### config.mk
export PLATFORM = sky130hd
export DESIGN_NAME = audio_mixer
export DESIGN_NICKNAME = d
export VERILOG_FILES = /design/src/rtl/audio_mixer.sv
export SDC_FILE = /design/constraint.sdc
export NUM_CORES = 1
export LEC_CHECK = 0
export BUFFER_PORTS_ARGS = -buffer_cell sky130_fd_sc_hd__buf_2
export CAP_MARGIN = 20
export CORE_ASPECT_RATIO = 2
export CORE_MARGIN = 5
export CORE_UTILIZATION = 63
export DETAILED_ROUTE_END_ITERATION = 16
export PLACE_DENSITY = 0.86
export SLEW_MARGIN = 20
export SYNTH_ARGS = -nofsm -noshare
export SYNTH_HDL_FRONTEND = slang
export SYNTH_SLANG_ARGS = --single-unit
### constraint.sdc
create_clock -name clock -period 22 [get_ports clock]
set_input_delay 4.4 -clock clock [delete_from_list [all_inputs] [get_ports clock]]
set_output_delay 4.4 -clock clock [all_outputs]
set_load 0.01 [all_outputs]
### src/rtl/audio_mixer.sv
// audio_mixer: sequential CH-channel gain/pan mixer with saturated stereo output
// Optional feature macro AUDIO_MIXER_PAN_EN: per-channel pan from wd[5:4]; without it every channel feeds both sides.
module audio_mixer #(
    parameter int CH    = 8,
    parameter int IW    = 12,
    parameter int GW    = 4,
    parameter int SHIFT = 2,
    parameter int OW    = 15
) (
    input  logic             clock,
    input  logic             reset,
    input  logic             ce,
    input  logic [CH*IW-1:0] din,
    input  logic             we,
    input  logic [3:0]       wa,
    input  logic [7:0]       wd,
    output logic             busy,
    output logic [OW-1:0]    left,
    output logic [OW-1:0]    right,
    output logic             valid
);
    localparam int XW = $clog2(CH);
    localparam int PW = IW + GW;
    localparam int AW = PW + XW;
    localparam int SW = AW > OW ? AW : OW;
    localparam logic [SW-1:0] MAXV = SW'({OW{1'b1}});
    localparam logic [1:0] IDLE = 2'd0;
    localparam logic [1:0] ACC  = 2'd1;
    localparam logic [1:0] DONE = 2'd2;

    logic [1:0]       state;
    logic [XW-1:0]    idx;
    logic [GW-1:0]    gain [CH];
    logic [GW-1:0]    s_gain [CH];
    logic [CH*IW-1:0] s_din;
    logic [AW-1:0]    acc_l;
    logic [AW-1:0]    acc_r;
    logic [IW-1:0]    cur_s;
    logic [PW-1:0]    prod;
    logic             add_l;
    logic             add_r;
    logic [SW-1:0]    sh_l;
    logic [SW-1:0]    sh_r;
    logic             unused;
`ifdef AUDIO_MIXER_PAN_EN
    logic [1:0]       pan [CH];
    logic [1:0]       s_pan [CH];
`endif

    assign busy   = state != IDLE;
    assign unused = ^wd[7:GW];

    // current channel product, pan routing and shifted accumulators for saturation
    always_comb begin
        cur_s = s_din[int'(idx)*IW +: IW];
        prod  = PW'(cur_s) * PW'(s_gain[idx]);
`ifdef AUDIO_MIXER_PAN_EN
        add_l = ~s_pan[idx][1];
        add_r = ~s_pan[idx][0];
`else
        add_l = 1'b1;
        add_r = 1'b1;
`endif
        sh_l  = SW'(acc_l >> SHIFT);
        sh_r  = SW'(acc_r >> SHIFT);
    end

    // control registers: writes land in any state, reset restores full gain and centre pan
    always_ff @(posedge clock) begin
        for (int k = 0; k < CH; k++) begin
            if (!reset) begin
                gain[k] <= '1;
`ifdef AUDIO_MIXER_PAN_EN
                pan[k]  <= 2'b00;
`endif
            end else if (we && wa == 4'(k)) begin
                gain[k] <= wd[GW-1:0];
`ifdef AUDIO_MIXER_PAN_EN
                pan[k]  <= wd[5:4];
`endif
            end
        end
    end

    // snapshot of samples and settings taken when a pass starts, so later writes only affect the next pass
    always_ff @(posedge clock) begin
        if (reset && state == IDLE && ce) begin
            s_din  <= din;
            s_gain <= gain;
`ifdef AUDIO_MIXER_PAN_EN
            s_pan  <= pan;
`endif
        end
    end

    // mix FSM: one channel per cycle in ACC, saturate and publish in DONE
    always_ff @(posedge clock) begin
        if (!reset) begin
            state <= IDLE;
            idx   <= '0;
            acc_l <= '0;
            acc_r <= '0;
            left  <= '0;
            right <= '0;
            valid <= 1'b0;
        end else begin
            valid <= 1'b0;
            case (state)
                IDLE: begin
                    if (ce) begin
                        state <= ACC;
                        idx   <= '0;
                        acc_l <= '0;
                        acc_r <= '0;
                    end
                end
                ACC: begin
                    if (add_l) acc_l <= acc_l + AW'(prod);
                    if (add_r) acc_r <= acc_r + AW'(prod);
                    if (idx == XW'(CH - 1)) state <= DONE;
                    else idx <= idx + 1'b1;
                end
                DONE: begin
                    left  <= sh_l > MAXV ? {OW{1'b1}} : sh_l[OW-1:0];
                    right <= sh_r > MAXV ? {OW{1'b1}} : sh_r[OW-1:0];
                    valid <= 1'b1;
                    state <= IDLE;
                end
                default: state <= IDLE;
            endcase
        end
    end
endmodule

**Word level (Yosys, flattened, before mapping)**

Index checks and enable logic that the tools add are counted.

- Flip-flop bits (word level): 234
- Output and inout bits: 32

- $add $sub $neg: 3
- Multipliers: 2
- Order comparisons: 3
- Eq/ne operators: 13
- Shifts and indexed selects: 1
- Multiplexer cells: 15
- Bitwise logic cells: 1
- Reductions and logical operators: 17

Operators with widths:

| operator | count |
|---|---|
| $shiftx 96x8->12 | 1 |
| $pmux 19 s2 | 2 |
| $add 19x16->19 | 2 |
| $gt 17x15->1 const B | 2 |
| $mux 15 | 2 |
| $mux 19 | 1 |
| $eq 4x3->1 const B | 4 |
| $mul 12x4->16 | 1 |
| $bmux 4 s3 | 1 |
| $logic_and 1x1->1 | 10 |
| $eq 4x2->1 const B | 2 |
| $mux 4 | 2 |
| $mux 3 | 2 |
| $ne 2x2->1 const B | 3 |
| $pmux 3 s2 | 1 |
| $mul 3x2->5 const B | 1 |
| $eq 4x1->1 const B | 1 |
| $ge 4x4->1 const B | 1 |
| $logic_not 4->1 | 1 |
| $mux 2 | 2 |
| $not 3->4 | 1 |
| $pmux 2 s2 | 1 |
| $reduce_and 2->1 | 2 |
| $reduce_bool 2->1 | 2 |
| 7 further kinds | 7 |

**Depth between registers and ports, before layout**

Gate-level depths: netlist of the first run.

- Depth after elaboration: 7
- Depth in mapped cells: 25

**Worst setup path before layout of the first run**

OpenSTA, ideal clock, no wires.

- Path kind: input to register
- Start point: input port reset
- End point: register s_din[0], enable pin
- Setup time: 0.617 ns
- Arrival: 10.518 ns
- Data required time: 21.383 ns
- Setup slack: 10.865 ns
- Cell stages on the path: 5
- Cell sequence: clkbuf_1 > inv_1 > clkbuf_1 > clkbuf_1 > nor2_1

- Longest elaborated chain between the ends: 2

RTL lines:

| element | RTL line | text |
|---|---|---|
| start, declared | 11 | `input logic reset,` |
| $logic_and 1x1->1 (2 in a row) | 87 | `if (reset && state == IDLE && ce) begin` |
| end signal, assigned | 88 | `s_din <= din;` |
| end, declared | 35 | `logic [CH*IW-1:0] s_din;` |

No other way between the ends.
A chain may end at the register's enable or synchronous reset.

**Final worst setup path of the first run**

- Start point: register idx[0]
- End point: register acc_r[18]

- Longest elaborated chain between the ends: 7
- Elaborated cells between the ends (all ways): 9

RTL lines:

| element | RTL line | text |
|---|---|---|
| start, declared | 32 | `logic [XW-1:0] idx;` |
| start signal, assigned | 121 | `else idx <= idx + 1'b1;` |
| parallel branches: the longest is 4 deep, another holds $mul 3x2->5 | -- |  |
| $mul 12x4->16 * | 56 | `prod = PW'(cur_s) * PW'(s_gain[idx]);` |
| $add 19x16->19 * | 119 | `if (add_r) acc_r <= acc_r + AW'(prod);` |
| $pmux 19 s2 * | 108 | `case (state)` |
| end signal, assigned | 119 |  |
| end, declared | 37 | `logic [AW-1:0] acc_r;` |

Every way passes the cells marked *. The select of a mux whose other input is x is not followed.

==> results_dict.tcl, run 1 <==
set metrics [dict create \
    status "finished, final reports clean" \
    p_switching_mw 0.605 \
    clk_pin_slew_ns 0.07 \
    p_leak_nw 5.26 \
    yosys.area_share.simple_pct 10.9 \
    fmax_mhz 131 \
    die_area_sq_um 21300 \
    pwr-share-clk_pct 24.3 \
    drc 0 \
    synth.distinct_cells 59 \
    crit_start "idx[0]" \
    cts-root-buf "clkbuf_16" \
    cellInternalPower_mw 1.01 \
    areaGrowthSynthToFinish_pct 14.0 \
    post-route-cell-area_sq_um 13200 \
    path_max_fanout 35 \
    nets 1295 \
    post_cts_resized 0 \
    synth_top_family_by_area "compound AO/OA/AOI/OAI gates" \
    synth_fp_nets 1171 \
    hold_buffers 0 \
    synth.mux.area_fraction_pct 10.6 \
    p_per_area_nw_per_um2 123 \
    dpl_cell_area_sq_um 12400 \
    synth_xor_area_share_pct 2.12 \
    drive_gt1_share_pct 24.7 \
    grt_pass1_wl_um 42400 \
    avgSynthCellArea_sq_um 11.8 \
    critPathCaptureType "register" \
    grtUsageTotal_pct 25.0 \
    drt_iter0_markers 277 \
    tightest_slew_ns 1.23 \
    vias 8242 \
    peakVddDrop_uv 102 \
    whs_ns 0.433 \
    gp_congestion 0.914 \
    core-area_sq_um 18200 \
    regToRegStartpoint "idx[0]" \
    syn-cell-area_sq_um 11600 \
    seqPwrFrac_pct 32.0 \
    h-tree-depth 1 \
    synth-compound-area-share_pct 11.5 \
    clock_sinks 234 \
    drt-total-wl_um 26400 \
    grt-ovfl-total 0 \
    pwr-share-comb_pct 43.8 \
    die_w_um 106 \
    grt_pass1_vias 8700 \
    insertion_delay_ns 0.51 \
    first_pass_iters 4 \
    period_share_pct 34.6 \
    syn_inst 981 \
    port_buffers 139 \
    start_util_pct 63.5 \
    start_kind "register" \
    dp.final_hpwl_um 19000 \
    synthAdderAreaFrac_pct 9.86 \
    async_flop_share_pct 0 \
    fin_skew_ns 0.0122 \
    max_slew_margin_pct 17.6 \
    max_cap_violations 0 \
    required_ns 22.44 \
    synth_seq_cells 234 \
    drv_slew 0 \
    synth-seq-area-share_pct 51.6 \
    yosysWarnings 0 \
    rows 70 \
    hp-start "gain[10]" \
    die_y_um 202 \
    hp-class "register to register" \
    fin_crit_ns 7.61 \
    instances_no_fill 1337 \
    hold_viol_final 0 \
    synth_flop_cell "edfxtp_1" \
    final.fill_count 1271 \
    setup_violations 0 \
    synth_edf_count 128 \
    postCtsSetupBuffers 0 \
    grt_max_degree 84 \
    swShare_pct 37.4 \
    setup_tns_ns 0 \
    ant_nets 0 \
    cts_buffer_depth 3 \
    rsz0062_at_grt "false" \
    numCtsBuffers 21 \
    place_inst 1298 \
    antenna_found_initial 1 \
    io_pins 144 \
    arrival_ns 8.05 \
    detail_route.wl_per_cell_um 19.7 \
    cts_tree "built" \
    p_total_mw 1.62 \
    viasPerCell 6.16 \
    worstSetupPathType "register to register" \
]
sequential cells by signal (all words and copies together) (netlist names):
signal  flops
acc_r      19
idx         3
s_din      96
left       15
gain       32
s_gain     32
valid       1
state       2
acc_l      19
right      15
kinds of logic (layout without fill, tap and decap cells):
kind of cell / count (synthesis) / in the layout
simple gates: 272 / 272
other cells: 0 / 1
compound gates: 182 / 182
fa+ha+maj: 78 / 78
xor+xnor: 28 / 28
flops: 234 / 234
buf+inv: 105 / 244
mux: 82 / 82
per-stage QoR:
| step | worst slack (ns) | utilization [%] |
|---|---|---|
| final | 14.39 | 72.4 |
| after CTS | 14.38 | 72.4 |
| after detailed placement | 14.48 | 68.3 |
| after global placement | 14.62 | 68.3 |
| after global routing | 13.87 | 72.4 |
| after floorplan | 10.87 | - |
synthesized netlist by cell type, types with 3 or more instances:
library cell,number,share of area [%]
edfxtp_1,128,33
dfxtp_1,106,18
nand2_1,90,2.9
nor2_1,72,2.3
ha_1,56,6.1
inv_1,54,1.8
mux2i_1,50,4.3
a21oi_1,44,1.9
clkbuf_1,40,1.3
o21ai_0,34,1.5
mux4_2,32,6.2
nand3_1,30,1.3
o221a_2,30,2.9
fa_1,22,3.8
xnor2_1,22,1.7
or2_2,16,0.87
nor3_1,12,0.52
a21o_1,10,0.65
a31oi_1,8,0.43
and3_1,8,0.43
buf_2,8,0.35
nand2b_1,8,0.43
a211oi_1,7,0.45
nand4_1,6,0.32
nor2b_1,6,0.32
o21bai_1,6,0.39
xor2_1,6,0.45
a22oi_1,5,0.32
and2_1,5,0.27
o211ai_1,5,0.32
or3_1,5,0.27
o21a_1,4,0.26
o31ai_1,4,0.26
buf_1,3,0.097
nand3b_1,3,0.19
nor3b_1,3,0.19
nor4b_1,3,0.23
o2111ai_1,3,0.23
critical path, stage by stage, from the launching register on:
cell	delay [ns]
dfxtp_2	0.31
buf_4	0.53
mux4_2	0.59
mux2i_1	0.85
nor2_1	0.14
fa_1	0.53
inv_1	0.07
fa_1	0.56
inv_1	0.05
ha_1	0.34
nand3_1	0.10
o211ai_1	0.11
o41ai_1	0.76
o21ai_0	0.23
a21oi_1	0.21
xnor2_1	0.20
ha_1	0.35
a21oi_1	0.27
o21ai_0	0.17
or3_1	0.36
o21ai_0	0.43
o2111ai_1	0.20
nand3_1	0.14
per-layer routing:
layer / part of all wire (%) / GRT usage (%) / vias to the layer above
li1: - / - / 3868
met1: 33 / 23.8 / 4014
met2: 57 / 48.6 / 264
met3: 4.5 / 3.43 / 96
met4: 6.1 / 15.3 / 0
met5: 0 / 0 / -
path summary, 6_finish.rpt:
| kind | cells after the start | slack (ns) | to |
|---|---|---|---|
| worst min-delay path | 0 | 0.43 | s_gain[10] |
| worst max-delay path | 22 | 14.39 | acc_r[18] |
| worst min register to register | 0 | 0.43 | s_gain[10] |
| worst max register to register | 22 | 14.39 | acc_r[18] |
layout make-up:
type,instances,area [sq um],share of cell area (%)
Tap cell,216,270,2.05
Inverter,54,203,1.54
Sequential cell,234,5970,45.2
Timing Repair Buffer,152,793,6.01
Antenna cell,1,2.50,0.0190
Multi-Input combinational cell,642,5210,39.5
Clock inverter,13,185,1.40
Clock buffer,25,561,4.25
layout by cell type (no fill, tap or decap), types with 4 or more instances in the layout:
cell type,instances
nand3_1,30
or2_2,16
o21a_1,4
fa_1,22
a21oi_1,44
inv_1,54
a22oi_1,5
mux2i_1,50
o211ai_1,5
or3_1,5
nor3_1,12
nand4_1,6
and3_1,8
a31oi_1,8
o21bai_1,6
clkinv_2,4
nor2_1,71
o221a_2,30
xor2_1,6
clkbuf_16,21
bufinv_16,4
a21o_1,10
edfxtp_1,128
nand2_1,90
nand2b_1,8
and2_1,5
nor2b_1,5
o21ai_0,34
mux4_2,32
buf_4,13
dfxtp_1,105
o31ai_1,4
xnor2_1,22
ha_1,56
buf_2,139
a211oi_1,7
power by group through the flow:
stage	registers (mW)	logic, mW	clock network (mW)
floorplan	0.518	0.554	0
global placement	0.524	0.672	0
detailed placement	0.526	0.693	0
CTS	0.517	0.699	0.399
global route	0.520	0.786	0.418
finish	0.517	0.708	0.393
Power figures use the tool's default switching activity.
==> run 2, diff against run 1 <==
--- a/config.mk
+++ b/config.mk
@@ -9,9 +9,9 @@
 export CAP_MARGIN = 20
 export CORE_ASPECT_RATIO = 2
 export CORE_MARGIN = 5
-export CORE_UTILIZATION = 63
+export CORE_UTILIZATION = 53
 export DETAILED_ROUTE_END_ITERATION = 16
-export PLACE_DENSITY = 0.86
+export PLACE_DENSITY = 0.77
 export SLEW_MARGIN = 20
 export SYNTH_ARGS = -nofsm -noshare
 export SYNTH_HDL_FRONTEND = slang
==> constraint.sdc (replaced) <==
create_clock -name clock -period 6.5 [get_ports clock]
set_input_delay 1.3 -clock clock [delete_from_list [all_inputs] [get_ports clock]]
set_output_delay 1.3 -clock clock [all_outputs]
set_load 0.01 [all_outputs]
==> run 2 against run 1 <==
Worst hold slack lost 0.0056 ns. Worst setup slack got worse by 14 ns. Die area increased by 17%. Clock skew increased by 0.0068 ns. Non-clock buffer count is 13 higher. Count of clock-buffer cells in the layout shrank 1. Sequential power rose to 3.4 times the previous value. Critical endpoint is now acc_l[13]. Largest cell class unchanged.
==> results_dict.tcl, run 2 (synthesis gave the netlist of run 1 again) <==
set metrics [dict create \
    max_slew_margin_pct 27.0 \
    first_pass_iters 7 \
    status "finished, final reports clean" \
    worst_slack_ns 0.273 \
    cts_buffer_depth 3 \
    period_share_pct 95.8 \
    h-tree-depth 1 \
    cts_tree "built" \
    grt-ovfl-total 0 \
    multiInputGateArea_sq_um 5300 \
    grtUsageTotal_pct 21.1 \
    viasPerCell 5.78 \
    start_util_pct 53.6 \
    numCtsBuffers 21 \
    drive_gt1_share_pct 26.5 \
    dp.final_hpwl_um 19400 \
    met1_usage_pct 20.2 \
    drv_slew 0 \
    die_area_sq_um 25100 \
    r2r_slack_ns 0.27 \
    p_leak_nw 5.35 \
    fin_crit_ns 6.23 \
    worstSetupPathType "register to register" \
    hp-class "register to register" \
    insertion_delay_ns 0.52 \
    fin_skew_ns 0.0190 \
    met3_usage_pct 2.84 \
    instances_no_fill 1408 \
    gp_congestion 0.912 \
    nets 1308 \
    rsz0062_at_grt "false" \
    place_inst 1366 \
    drt_iter0_markers 417 \
    grt_max_degree 70 \
    core-area_sq_um 21600 \
    drc 0 \
    final.fill_count 1661 \
    clock_sinks 234 \
    die_y_um 219 \
    largestRegisters "s_din (96), gain (32), s_gain (32)" \
    hold_viol_final 0 \
    final_common_cell "buf_2" \
    path_max_fanout 15 \
    regMostFlops "s_din" \
    p_per_area_nw_per_um2 414 \
    peakVddDrop_uv 389 \
    drt-total-wl_um 26400 \
    areaGrowthSynthToFinish_pct 16.5 \
    die_w_um 114 \
    critPathCaptureType "register" \
    grt_util_met2_pct 41.9 \
    required_ns 6.85 \
    grt_pass1_wl_um 41700 \
    clk_pin_slew_ns 0.07 \
    fmax_mhz 161 \
    rows 76 \
    arrival_ns 6.58 \
    detail_route.wl_per_cell_um 18.8 \
    layout_common_cells "buf_2, edfxtp_1, dfxtp_1" \
    ant_nets 0 \
    grt_pass1_vias 8537 \
    setup_tns_ns 0 \
    largest_register_ffs 96 \
    dp_worst_setup_slack_ns 0.0292 \
    tightest_slew_ns 1.09 \
    p_total_mw 5.58 \
    start_kind "register" \
    finish.utilization_pct 62.5 \
    seq_area_sq_um 5970 \
    setup_violations 0 \
    vias 8133 \
    io_pins 144 \
    port_buffers 139 \
    grt_most_used_layer "met2" \
    cts-root-buf "clkbuf_16" \
    antenna_found_initial 3 \
    max_cap_violations 0 \
]
-- run 2: changes by cell type in the layout (fill, tap and decap cells not counted), moves of 4 or more --
cell / previous run / this run
mux2i_2: 0 / 4
buf_4: 13 / 21
mux2i_1: 50 / 44
a21oi_1: 44 / 40
a21oi_2: 0 / 4
buf_12: 0 / 4
-- run 2: metrics by stage --
step	cell area (sq um)	hold slack (ns)
floorplan	11600	0.408
global route	13500	0.445
finish	13500	0.428
detailed placement	12600	0.415
global placement	12600	0.413
CTS	13300	0.433
-- run 2: report_power, final --
part | total [mW] | switching, mW | internal, mW | leakage (nW)
sequential | 1.75 | 0.0842 | 1.67 | 1.97
clock | 1.30 | 0.546 | 0.756 | 0.342
combinational | 2.53 | 1.48 | 1.05 | 3.04
-- run 2: final cells by class --
type                       instances  area share, %
clock buffer                      24           3.98
inverter                          54           1.50
timing repair buffer             165           7.11
clock inverter                    13           1.27
sequential                       234           44.3
multi-input combinational        642           39.3
tap                              273           2.53
antenna                            3         0.0557
-- run 2: timing repair --
action	in CTS	in global routing
pin swaps	0	3
cloned	0	1
hold buffers	0	0
setup endpoints to repair	2	8
buffers inserted	0	1
resized for setup	1	19
-- run 2: worst max-delay path, stage by stage (launching register included) --
cell and delay, ns:
dfxtp_2 0.39, buf_12 0.20, buf_12 0.13, mux4_2 0.52, mux2i_4 0.23, nor2_1 0.10
fa_1 0.54, inv_1 0.05, fa_1 0.53, inv_1 0.04, ha_1 0.35, nand3_1 0.10
o211ai_1 0.13, o41ai_2 0.38, buf_4 0.21, o21bai_1 0.06, a21oi_1 0.19, xnor2_1 0.21
ha_1 0.33, and2_1 0.21, a221o_2 0.39, a2111oi_2 0.34, a21oi_2 0.16, xnor2_1 0.17
o21ai_0 0.09
-- run 2: worst paths after layout --
kind                                  end  depth (start not counted)     from
worst max-delay path            acc_l[13]                         24   idx[0]
worst min-delay path            s_gain[4]                          0  gain[4]
worst max register to register  acc_l[13]                         24   idx[0]
worst min register to register  s_gain[4]                          0  gain[4]
-- run 2: per-layer routing --
metal | wire length (um) | up-vias | share of wire (%)
met3 | 1090 | 71 | 4.1
met2 | 15700 | 204 | 59
met5 | 0 | - | 0
met4 | 1120 | 0 | 4.2
li1 | - | 3891 | -
met1 | 8510 | 3967 | 32
